**src/rtl/exec_alu_unit_pkg.sv**
```systemverilog
// Shared definitions for the execute-stage ALU: control encodings, ALUOp
// codes, R-type funct constants and datapath widths.
package alu_pkg;

    localparam int unsigned DATA_W  = 32;
    localparam int unsigned CTRL_W  = 4;
    localparam int unsigned FUNCT_W = 6;
    localparam int unsigned OP_W    = 2;

    // ALU control encodings produced by the decoder
    typedef enum logic [CTRL_W-1:0] {
        ALU_AND = 4'b0000,
        ALU_OR  = 4'b0001,
        ALU_ADD = 4'b0010,
        ALU_SUB = 4'b0110,
        ALU_SLT = 4'b0111,
        ALU_NOR = 4'b1100
    } alu_ctrl_e;

    // Main-control ALUOp codes
    typedef enum logic [OP_W-1:0] {
        OP_LWSW  = 2'b00,
        OP_BEQ   = 2'b01,
        OP_RTYPE = 2'b10,
        OP_ORI   = 2'b11
    } alu_op_e;

    // R-type funct field values
    localparam logic [FUNCT_W-1:0] FUNCT_ADD = 6'b100000;
    localparam logic [FUNCT_W-1:0] FUNCT_SUB = 6'b100010;
    localparam logic [FUNCT_W-1:0] FUNCT_AND = 6'b100100;
    localparam logic [FUNCT_W-1:0] FUNCT_OR  = 6'b100101;
    localparam logic [FUNCT_W-1:0] FUNCT_NOR = 6'b100111;
    localparam logic [FUNCT_W-1:0] FUNCT_SLT = 6'b101010;

endpackage

```
**src/rtl/exec_alu_unit_if.sv**
```systemverilog
// Operand/control bundle into the execute unit and registered results out.
//   master: drives valid_in, a, b, funct, alu_op, pc, offset; sees results
//   slave : the execute unit; drives result, zero, ovf, branch_target,
//           alu_ctrl, valid_out
interface exec_alu_unit_if #(
    parameter int unsigned WIDTH = 32
);
    import alu_pkg::*;

    logic                 valid_in;
    logic [WIDTH-1:0]     a;
    logic [WIDTH-1:0]     b;
    logic [FUNCT_W-1:0]   funct;
    logic [OP_W-1:0]      alu_op;
    logic [WIDTH-1:0]     pc;
    logic [WIDTH-1:0]     offset;

    logic [WIDTH-1:0]     result;
    logic                 zero;
    logic                 ovf;
    logic [WIDTH-1:0]     branch_target;
    logic [CTRL_W-1:0]    alu_ctrl;
    logic                 valid_out;

    modport master (
        output valid_in, a, b, funct, alu_op, pc, offset,
        input  result, zero, ovf, branch_target, alu_ctrl, valid_out
    );

    modport slave (
        input  valid_in, a, b, funct, alu_op, pc, offset,
        output result, zero, ovf, branch_target, alu_ctrl, valid_out
    );
endinterface

```
**src/rtl/exec_alu_unit_decode.sv**
```systemverilog
// ALU-control decoder: main-control ALUOp plus R-type funct -> 4-bit ALU
// control. Purely combinational.
//   alu_op     in  ALUOp from main control
//   funct      in  instruction funct field
//   alu_ctrl_c out decoded ALU control
module alu_decode
    import alu_pkg::*;
(
    input  logic [OP_W-1:0]    alu_op,
    input  logic [FUNCT_W-1:0] funct,
    output logic [CTRL_W-1:0]  alu_ctrl_c
);

    always_comb begin
        alu_ctrl_c = ALU_ADD;
        case (alu_op)
            OP_LWSW: alu_ctrl_c = ALU_ADD;
            OP_BEQ:  alu_ctrl_c = ALU_SUB;
            OP_ORI:  alu_ctrl_c = ALU_OR;
            OP_RTYPE: begin
                case (funct)
                    FUNCT_ADD: alu_ctrl_c = ALU_ADD;
                    FUNCT_SUB: alu_ctrl_c = ALU_SUB;
                    FUNCT_AND: alu_ctrl_c = ALU_AND;
                    FUNCT_OR:  alu_ctrl_c = ALU_OR;
                    FUNCT_NOR: alu_ctrl_c = ALU_NOR;
                    FUNCT_SLT: alu_ctrl_c = ALU_SLT;
                    default:   alu_ctrl_c = ALU_ADD;
                endcase
            end
            default: alu_ctrl_c = ALU_ADD;
        endcase
    end

endmodule

```
**src/rtl/exec_alu_unit.sv**
```systemverilog
// Registered execute stage: ALU-control decode, 32-bit ALU with zero and
// signed-overflow flags, and the branch-target adder, all captured in one
// output register stage with a valid bit.
//   clk   in  rising-edge clock
//   reset in  asynchronous active-high reset
//   bus   slave side of exec_alu_unit_if (operands in, registered results out)
module exec_alu_unit
    import alu_pkg::*;
#(
    parameter int unsigned WIDTH = DATA_W
) (
    input  logic            clk,
    input  logic            reset,
    exec_alu_unit_if.slave  bus
);

    localparam int unsigned MSB = WIDTH - 1;

    logic [CTRL_W-1:0] ctrl_c;
    logic [WIDTH-1:0]  sum_c;
    logic [WIDTH-1:0]  diff_c;
    logic [WIDTH-1:0]  target_c;
    logic [WIDTH-1:0]  result_c;
    logic              ovf_c;
    logic              slt_c;

    logic [WIDTH-1:0]  result_q;
    logic              zero_q;
    logic              ovf_q;
    logic [WIDTH-1:0]  target_q;
    logic [CTRL_W-1:0] ctrl_q;
    logic              valid_q;

    alu_decode u_decode (
        .alu_op     (bus.alu_op),
        .funct      (bus.funct),
        .alu_ctrl_c (ctrl_c)
    );

    assign sum_c    = bus.a + bus.b;
    assign diff_c   = bus.a - bus.b;
    assign target_c = bus.pc + bus.offset;
    // Direct signed compare, so SLT stays right when a - b overflows
    assign slt_c    = $signed(bus.a) < $signed(bus.b);

    // ALU function select and overflow flag
    always_comb begin
        result_c = '0;
        ovf_c    = 1'b0;
        case (ctrl_c)
            ALU_AND: result_c = bus.a & bus.b;
            ALU_OR:  result_c = bus.a | bus.b;
            ALU_NOR: result_c = ~(bus.a | bus.b);
            ALU_SLT: result_c = WIDTH'(slt_c);
            ALU_ADD: begin
                result_c = sum_c;
                ovf_c    = (bus.a[MSB] == bus.b[MSB]) && (sum_c[MSB] != bus.a[MSB]);
            end
            ALU_SUB: begin
                result_c = diff_c;
                ovf_c    = (bus.a[MSB] != bus.b[MSB]) && (diff_c[MSB] != bus.a[MSB]);
            end
            default: result_c = '0;
        endcase
    end

    // Output stage: valid follows every cycle, data loads only on valid_in
    always_ff @(posedge clk or posedge reset) begin
        if (reset) begin
            result_q <= '0;
            zero_q   <= 1'b1;
            ovf_q    <= 1'b0;
            target_q <= '0;
            ctrl_q   <= ALU_ADD;
            valid_q  <= 1'b0;
        end else begin
            valid_q <= bus.valid_in;
            if (bus.valid_in) begin
                result_q <= result_c;
                zero_q   <= ~|result_c;
                ovf_q    <= ovf_c;
                target_q <= target_c;
                ctrl_q   <= ctrl_c;
            end
        end
    end

    assign bus.result        = result_q;
    assign bus.zero          = zero_q;
    assign bus.ovf           = ovf_q;
    assign bus.branch_target = target_q;
    assign bus.alu_ctrl      = ctrl_q;
    assign bus.valid_out     = valid_q;

endmodule

```
**src/flat_wrapper.sv**
```systemverilog
// flat-port wrapper written by rule: the top's interface ports become plain ports
module exec_alu_unit_flat import alu_pkg::*;
#(
    parameter int unsigned WIDTH = DATA_W
)
  (clk, reset, bus_valid_in, bus_a, bus_b, bus_funct, bus_alu_op, bus_pc, bus_offset, bus_result, bus_zero, bus_ovf, bus_branch_target, bus_alu_ctrl, bus_valid_out);
  exec_alu_unit_if #(.WIDTH(WIDTH)) bus_i ();
  input  logic clk;
  input  logic reset;
  input wire logic [$bits(bus_i.valid_in)-1:0] bus_valid_in;
  input wire logic [$bits(bus_i.a)-1:0] bus_a;
  input wire logic [$bits(bus_i.b)-1:0] bus_b;
  input wire logic [$bits(bus_i.funct)-1:0] bus_funct;
  input wire logic [$bits(bus_i.alu_op)-1:0] bus_alu_op;
  input wire logic [$bits(bus_i.pc)-1:0] bus_pc;
  input wire logic [$bits(bus_i.offset)-1:0] bus_offset;
  output wire logic [$bits(bus_i.result)-1:0] bus_result;
  output wire logic [$bits(bus_i.zero)-1:0] bus_zero;
  output wire logic [$bits(bus_i.ovf)-1:0] bus_ovf;
  output wire logic [$bits(bus_i.branch_target)-1:0] bus_branch_target;
  output wire logic [$bits(bus_i.alu_ctrl)-1:0] bus_alu_ctrl;
  output wire logic [$bits(bus_i.valid_out)-1:0] bus_valid_out;
  assign bus_i.valid_in = bus_valid_in;
  assign bus_i.a = bus_a;
  assign bus_i.b = bus_b;
  assign bus_i.funct = bus_funct;
  assign bus_i.alu_op = bus_alu_op;
  assign bus_i.pc = bus_pc;
  assign bus_i.offset = bus_offset;
  assign bus_result = bus_i.result;
  assign bus_zero = bus_i.zero;
  assign bus_ovf = bus_i.ovf;
  assign bus_branch_target = bus_i.branch_target;
  assign bus_alu_ctrl = bus_i.alu_ctrl;
  assign bus_valid_out = bus_i.valid_out;
  exec_alu_unit #(.WIDTH(WIDTH)) u_core (.clk(clk), .reset(reset), .bus(bus_i));
endmodule
```
**config.mk**
```make
export PLATFORM = sky130hd
export DESIGN_NAME = exec_alu_unit_flat
export DESIGN_NICKNAME = d
export VERILOG_FILES = /design/src/rtl/exec_alu_unit_pkg.sv /design/src/rtl/exec_alu_unit_if.sv /design/src/rtl/exec_alu_unit_decode.sv /design/src/rtl/exec_alu_unit.sv /design/src/flat_wrapper.sv
export SDC_FILE = /design/constraint.sdc
export NUM_CORES = 1
export LEC_CHECK = 0
export ABC_AREA = 1
export CAP_MARGIN = 10
export CORE_MARGIN = 2
export CORE_UTILIZATION = 51
export CTS_BUF_LIST = sky130_fd_sc_hd__clkbuf_4
export CTS_CLUSTER_DIAMETER = 50
export DETAILED_ROUTE_END_ITERATION = 10
export PLACE_DENSITY = 0.81
export SLEW_MARGIN = 30
export SYNTH_ARGS = -nofsm -noshare
export SYNTH_HDL_FRONTEND = slang
export SYNTH_HIERARCHICAL = 1
export SYNTH_SLANG_ARGS = --single-unit
```
**constraint.sdc**
```tcl
create_clock -name clk -period 2.2 [get_ports clk]
set_clock_uncertainty 0.15 [all_clocks]
set_input_delay 0.33 -clock clk [delete_from_list [all_inputs] [get_ports clk]]
set_output_delay 0.33 -clock clk [all_outputs]
set_load 0.01 [all_outputs]
```
==> results of run 1 <==
==> through the flow <==
stage / setup WS [ns] / hold WS (ns) / setup TNS, ns / cells
CTS: -0.05904 / 0.04441 / -0.1701 / 2972
detailed placement: -1.364 / 0.3088 / -50.11 / 2875
global placement: -1.333 / 0.3085 / -45.71 / 2875
floorplan: -0.01650 / 0.2114 / -0.02174 / 1976
==> layer usage <==
metal	overflow	global-route usage (%)
met2	171	101.2
met5	3	55.49
met4	141	96.07
met1	17	87.85
met3	12	84.09
==> kinds of logic after synthesis <==
family,share of synthesized area (%)
AO/OA/AOI/OAI,12.99
AND/OR/NAND/NOR,41.87
XOR/XNOR,0.6735
adder cells (fa/ha/maj),14.73
buffers and inverters,14.54
flip-flops,15.20
==> repair_timing <==
action                     CTS
setup buffers               82
gates cloned                 2
gates resized for setup    598
setup endpoints to repair   58
pin swaps                  186
==> impl_results.md, run 1 <==
- Distinct cells, synth: 52
- Worst_ep grt: u_core/bus.zero$_DFFE_PP1P_/D
- Avg Synthesized Cell Area: 5.924 sq um
- Max Buffers Root-to-Sink: 2
- Hold buffer count at cts: 0
- Post-synth EDFFs: 0
- Worst EP Category: register data pin
- Post-synth top area share: 18.31%
- Chip width: 155.5 microns
- Seq/Total Area, Yosys: 15.20%
- Yosys Warn Count: 6
- Ys flop type: dfrtp_1
- Largest net degree at the start of global routing: 82
- Cells after Synth: 1976
- I/O pin count: 210
- Buffers added on ports: 209
- Placed standard-cell area: 17420 sq um
- Synth cell count leaders: nand2_1 (571), inv_1 (305), nor2_1 (208), nand3_1 (167), ha_1 (133)
- Total Routing Usage GR: 90.99%
- Most common cell in the netlist: nand2_1
- Root buffer cell: clkbuf_4
- Error msg: [ERROR GRT-0232] Routing congestion too high. Check the congestion heatmap in the GUI.
- Synth Cell Area: 11700 sq um
- Failed at: global routing (5_1_grt)
- GP Congestion: 1.076
- # rows: 55
- Syn nets: 2251
- Cell taking the most area after synthesis: nand2_1
- H-tree depth: 3
- HPWL after DPL: 40540 microns
- Outcome: aborted with a tool error
- Area contributors post-synth: nand2_1 (18%), dfrtp_1 (15%), ha_1 (14%)
- Post-synth ARST share: 100.0%
- Grt total ovfl: 344
- CTS Buf Count: 9
- Synthesized flop and latch total: 71
- Initial Util: 51.86%
- CTS Sinks: 71
- DIE HEIGHT: 155.5 microns
==> run 2, diff against run 1 <==
CORE_UTILIZATION = 40   (was 51)
CTS_BUF_LIST = not set   (was sky130_fd_sc_hd__clkbuf_4)
CTS_CLUSTER_DIAMETER = not set   (was 50)
PLACE_DENSITY = not set   (was 0.81)
PLACE_DENSITY_LB_ADDON = 0.15   (was not set)
clock period = 2.86 ns   (was 2.2 ns; I/O delays follow)
==> run 2 against run 1 <==
The flow now finishes without violations. Synthesized area unchanged. Synthesized cell count unchanged.
==> impl_results.md, run 2 <==
- Final Max Slew Viols: 0
- CP required: 2.99 ns
- Startpoint types: input port
- CTS Buf Count: 9
- Post-synth ARST share: 100.0%
- DRC: 0
- Worst-margin pin slew: 0.6595 ns
- Post-synth top area share: 18.31%
- Syn nets: 2251
- Hold buffer count at cts: 0
- Area grow syn2layout: 68.17%
- Final hold vios: 0
- Fillers: 2581
- HP Class: in2async
- MaxCap Viol Count: 0
- Clock transition at the registers of the reported paths: 0.06 ns
- Drt initial violations: 1203
- Most frequent cells in the layout: nand2_1 (507), buf_4 (445), inv_1 (264)
- CTS tree: built
- Critical path data arrival time: 2.93 ns
- Worst setup path start: bus_a[13]
- Total Routing Usage GR: 30.97%
- Average wire per standard cell: 16.18 microns
- Yosys Warn Count: 6
- Grt total ovfl: 0
- Minimum clock period: 2.802 ns
- Most common cell in the netlist: nand2_1
- Via count: 15178
- Avg Synthesized Cell Area: 5.924 sq um
- Ys flop type: dfrtp_1
- Outcome: finished, final reports clean
- Clk_lat worst skew: 0.33 ns
- PwrDens: 325.1 nW/um^2
- # setup viols final: 0
- Synth Cell Area: 11700 sq um
- TNS Setup: 0 ns
- Total power: 6.399 mW
- Rel. slew slack: 56.03%
- Worst IR drop on VDD: 261.7 uV
- Count of TritonRoute iterations in the first routing pass: 6
- H-tree depth: 3
- Distinct cells, synth: 52
- Share of cells above drive strength 1: 35.72%
- Core area: 28780 sq um
- Post-DRT Antenna Nets: 0
- Chip width: 175.1 microns
- GP Congestion: 1.016
- I/O pin count: 210
- Final net count: 2896
- Synthesized flop and latch total: 71
- Seq/Total Area, Yosys: 15.20%
- Synth cell count leaders: nand2_1 (571), inv_1 (305), nor2_1 (208), nand3_1 (167), ha_1 (133)
- First-pass GRT wire length: 75350 microns
- Root buffer cell: clkbuf_16
- Initial Util: 40.67%
- # diodes: 0
- Fmax: 356.9 MHz
- Post-layout util: 68.39%
- Max Buffers Root-to-Sink: 2
- Initial antenna violation count: 0
- Routed WL: 48710 microns
- Commonest non-fill, non-tap cell in the layout: nand2_1
- RSZ-0062 raised after global routing: true
- Buffers added on ports: 209
- Vias/cell: 5.043
- Final worst-path cycle share: 97.96%
- R2R Path Start: u_core/bus.zero
- Leakage power total: 10.52 nW
- Post-synth EDFFs: 0
- DIE HEIGHT: 175.1 microns
- Total Die Area: 30650 sq um
- Largest net degree at the start of global routing: 59
- Cell taking the most area after synthesis: nand2_1
- Area contributors post-synth: nand2_1 (18%), dfrtp_1 (15%), ha_1 (14%)
- Crit. End Element: flip-flop
- CTS Sinks: 71
- Cells after Synth: 1976
- WS Path Type: in2reg
- # rows: 62
- HPWL after DPL: 39900 microns
- Vias in the first global route: 14661
- Crit-path max FO: 7
==> run 2: cell counts after synthesis <==
Identical to the previous run, type by type.
==> run 2: layout make-up <==
class,instances,area [sq um],share of cell area [%]
multi-input combinational,1499,9779,49.68
tap,384,480.5,2.441
clock inverter,4,55.05,0.2797
clock buffer,12,246.5,1.252
inverter,351,1330,6.757
timing repair buffer,689,6013,30.55
sequential,71,1779,9.039
==> run 2: path summary, 6_finish.rpt <==
check                                              end  slack [ns]  depth (start not counted)
max                                    u_core/bus.zero        0.06                         20
max in group asynchronous              u_core/bus.zero        1.48                          3
max reg2reg                            u_core/bus.zero        1.95                          2
min                        u_core/bus.branch_target[4]        0.31                          2
min in group clk                  u_core/bus.result[7]        0.33                          2
min reg2reg                       u_core/bus.result[7]        0.33                          2
==> run 2: per-layer routing <==
metal  global-route usage [%]  wire (microns)  up-vias
met1                    39.04           20910     7040
li1                         -               -     7553
met2                    54.30           23260      479
met5                        0               0        -
met3                    3.634            2725      106
met4                    11.18            1807        0
==> run 2: logic make-up (layout without fill, tap and decap cells) <==
| kind of cell | after synthesis | after routing | share of synthesized area [%] |
|---|---|---|---|
| adder cells (fa/ha/maj) | 136 | 136 | 14.73 |
| AND/OR/NAND/NOR | 1106 | 1106 | 41.87 |
| XOR/XNOR | 9 | 9 | 0.6735 |
| AO/OA/AOI/OAI | 248 | 248 | 12.99 |
| buffers and inverters | 406 | 1056 | 14.54 |
| flip-flops | 71 | 71 | 15.20 |
==> run 2: power breakdown <==
part           internal [mW]  leakage (nW)  switching (mW)
sequential              1.17         0.865           0.100
combinational           1.92          9.51            2.06
clock                  0.703         0.143           0.452
==> run 2: metrics by stage <==
| stage | cell area, sq um | cells | setup WS [ns] | hold WS [ns] |
|---|---|---|---|---|
| after floorplan | 11710 | 1976 | 0.4790 | 0.3104 |
| after detailed placement | 17170 | 2937 | -0.8551 | 0.3145 |
| after CTS | 18470 | 2982 | -0.01093 | 0.3013 |
| final | 19680 | 3010 | 0.05845 | 0.3072 |
| after global placement | 17170 | 2937 | -0.8162 | 0.3093 |
| after global routing | 19680 | 3010 | -0.08663 | 0.3496 |
==> run 2: repair_timing <==
action                                  in CTS  in global routing
pin swaps                                   48                111
resized for setup                          150                285
endpoints found under the setup margin      29                 28
buffers inserted                            29                 29
cloned                                       1                  0
==> run 2: critical path, cell delays in order <==
cell and delay, ns:
clkdlybuf4s50_1 0.48, inv_1 0.07, ha_4 0.25, buf_8 0.14, o21bai_1 0.21, nand2_1 0.08
nand2_1 0.13, buf_4 0.14, nand2_1 0.05, nand2_1 0.07, nand2_1 0.11, nand2_1 0.09
nor2_1 0.04, nor2_1 0.08, nor2_1 0.07, nor2_2 0.15, nand2_2 0.08, nor2_1 0.11
nand4_1 0.10, nand2_1 0.06
Note: power is estimated with default switching activity, not from simulation.
==> run 3, diff against run 2 <==
MAX_ROUTING_LAYER = met4   (was not set)
==> run 3 against run 2 <==
Combinational power fell by 4%. Design area fell by 2.8%. Total power down 2.7%. Die area unchanged. First-iteration DRC count down 16%. Sequential power barely moved. Register-to-register slack about the same. Cell count fell by 0.80%. Setup slack got worse by 0.028 ns. Highest routed layer unchanged.
==> impl_results.md, run 3 (same netlist as run 2, synthesis figures left out) <==
- H-tree depth: 3
- Routed WL: 48420 microns
- CTS tree: built
- Drt initial violations: 1007
- Most frequent cells in the layout: nand2_1 (521), buf_4 (430), inv_1 (268)
- Core area: 28780 sq um
- Clock transition at the registers of the reported paths: 0.06 ns
- Chip width: 175.1 microns
- Count of TritonRoute iterations in the first routing pass: 6
- Share of cells above drive strength 1: 33.70%
- GP Congestion: 1.018
- Final net count: 2872
- Reg2reg path depth: 2
- Vias/cell: 5.026
- Final worst-path cycle share: 98.93%
- Worst-margin pin slew: 0.7279 ns
- Crit-path max FO: 5
- Max incr delay on CP: 0.48 ns
- Leakage power total: 10.27 nW
- Crit. End Element: flip-flop
- # rows: 62
- CP required: 2.99 ns
- Critical path data arrival time: 2.96 ns
- Placed standard-cell area: 17100 sq um
- Largest net degree at the start of global routing: 82
- First-pass GRT wire length: 74040 microns
- Buffers added on ports: 209
- Clk_lat worst skew: 0.34 ns
- WS Path Type: in2reg
- Final instance area: 19140 sq um
- Max Buffers Root-to-Sink: 2
- CP max stage cell: clkdlybuf4s50_1
- Commonest non-fill, non-tap cell in the layout: nand2_1
- Total Die Area: 30650 sq um
- CTS Buf Count: 9
- DRC: 0
- Terminus of the critical flop-to-flop path: u_core/bus.alu_ctrl[1]
- Initial Util: 40.67%
- MaxCap Viol Count: 0
- Root buffer cell: clkbuf_16
- Grt total ovfl: 0
- Average wire per standard cell: 16.22 microns
- PwrDens: 325.3 nW/um^2
- # setup viols final: 0
- Vias in the first global route: 14452
- Outcome: finished, final reports clean
- Fillers: 2655
- Post-layout util: 66.49%
- # diodes: 0
- Rel. slew slack: 51.10%
- Final hold vios: 0
- Area grow syn2layout: 63.50%
- Total power: 6.226 mW
- R2R setup slack: 1.96 ns
- Worst IR drop on VDD: 241.1 uV
- Fmax: 353.4 MHz
- Total Routing Usage GR: 31.48%
- R2R Path Start: u_core/bus.alu_ctrl[1]
- HPWL after DPL: 39990 microns
- DIE HEIGHT: 175.1 microns
- Worst setup path start: bus_b[28]
- Hold buffer count at cts: 0
- Post-DRT Antenna Nets: 0
- CTS Sinks: 71
- Final Max Slew Viols: 0
- Minimum clock period: 2.829 ns
- I/O pin count: 210
- Non-Filler Instances: 2986
- Critical path destination: u_core/bus.zero
- Initial antenna violation count: 0
- Startpoint types: input port
- HP Class: in2async
- Critical path, cell by cell: clkdlybuf4s50_1 -> inv_1 -> ha_1 -> inv_1 -> o21ai_1 -> nor2_1 -> nand2_1 -> a21oi_2 -> nand2_2 -> buf_4 -> nor2_1 -> nor2_1 -> nor2_2 -> nand2_1 -> nor2_2 -> nand4_1 -> nand2_1
- Inst Count DP: 2928
- RSZ-0062 raised after global routing: true
- Via count: 15009
-- run 3: cell count changes in the layout (fill, tap and decap cells not counted), sizes merged --
cell and change:
dlygate4sd2 -4, buf -24, inv -1, clkbuf +2
dlymetal6s2s +2, clkdlybuf4s15 +1
-- run 3: repair_timing --
item,4_1_cts,5_1_grt
setup buffers,15,29
pin swaps,27,93
endpoints found under the setup margin,19,26
gates resized for setup,116,257
-- run 3: per-layer routing --
layer / wire length [microns] / GRT usage [%]
met5: 0 / -
met4: 1790 / 11.60
met3: 2894 / 4.091
met1: 20810 / 38.75
met2: 22930 / 52.70
-- run 3: area by class of cell --
type	count	area, sq um	share of cell area [%]
Clock buffer	13	250.2	1.308
Clock inverter	3	42.54	0.2223
Timing Repair Buffer	665	5766	30.13
Sequential cell	71	1779	9.297
Inverter	351	1328	6.937
Multi-Input combinational cell	1499	9492	49.60
Tap cell	384	480.5	2.511
-- run 3: report_power, final --
part	switching [mW]	internal (mW)	leakage, nW
combinational	2.00	1.82	9.27
sequential	0.101	1.17	0.865
clock	0.442	0.699	0.140
-- run 3: stage by stage --
stage / setup TNS [ns] / worst slack (ns) / hold WS [ns]
final: 0 / 0.03071 / 0.2911
after global routing: -0.1467 / -0.09459 / 0.3187
after CTS: -0.06351 / -0.06351 / 0.2974
after detailed placement: -14.61 / -0.9258 / 0.3077
after global placement: -13.53 / -0.9647 / 0.3095
after floorplan: 0 / 0.4790 / 0.3104
-- run 3: worst min path at each step --
| stage | start | end | slack, ns | cells past startpoint |
|---|---|---|---|---|
| 4_1_cts | reset | u_core/bus.branch_target[4] | 0.30 | 2 |
| 5_1_grt | reset | u_core/bus.branch_target[4] | 0.32 | 2 |
| 3_3_place_gp | u_core/bus.branch_target[0] | u_core/bus.branch_target[0] | 0.31 | 2 |
| 6_report | reset | u_core/bus.branch_target[4] | 0.29 | 2 |
| 3_5_place_dp | u_core/bus.branch_target[0] | u_core/bus.branch_target[0] | 0.31 | 2 |
| 2_1_floorplan | bus_valid_in | u_core/bus.valid_out | 0.31 | 0 |
-- run 3: worst max-delay path, delay by kind of cell --
kind / cells / cell delay, ns
adder cells (fa/ha/maj): 1 / 0.36
AO/OA/AOI/OAI: 2 / 0.27
buffers and inverters: 4 / 0.83
AND/OR/NAND/NOR: 10 / 1.07
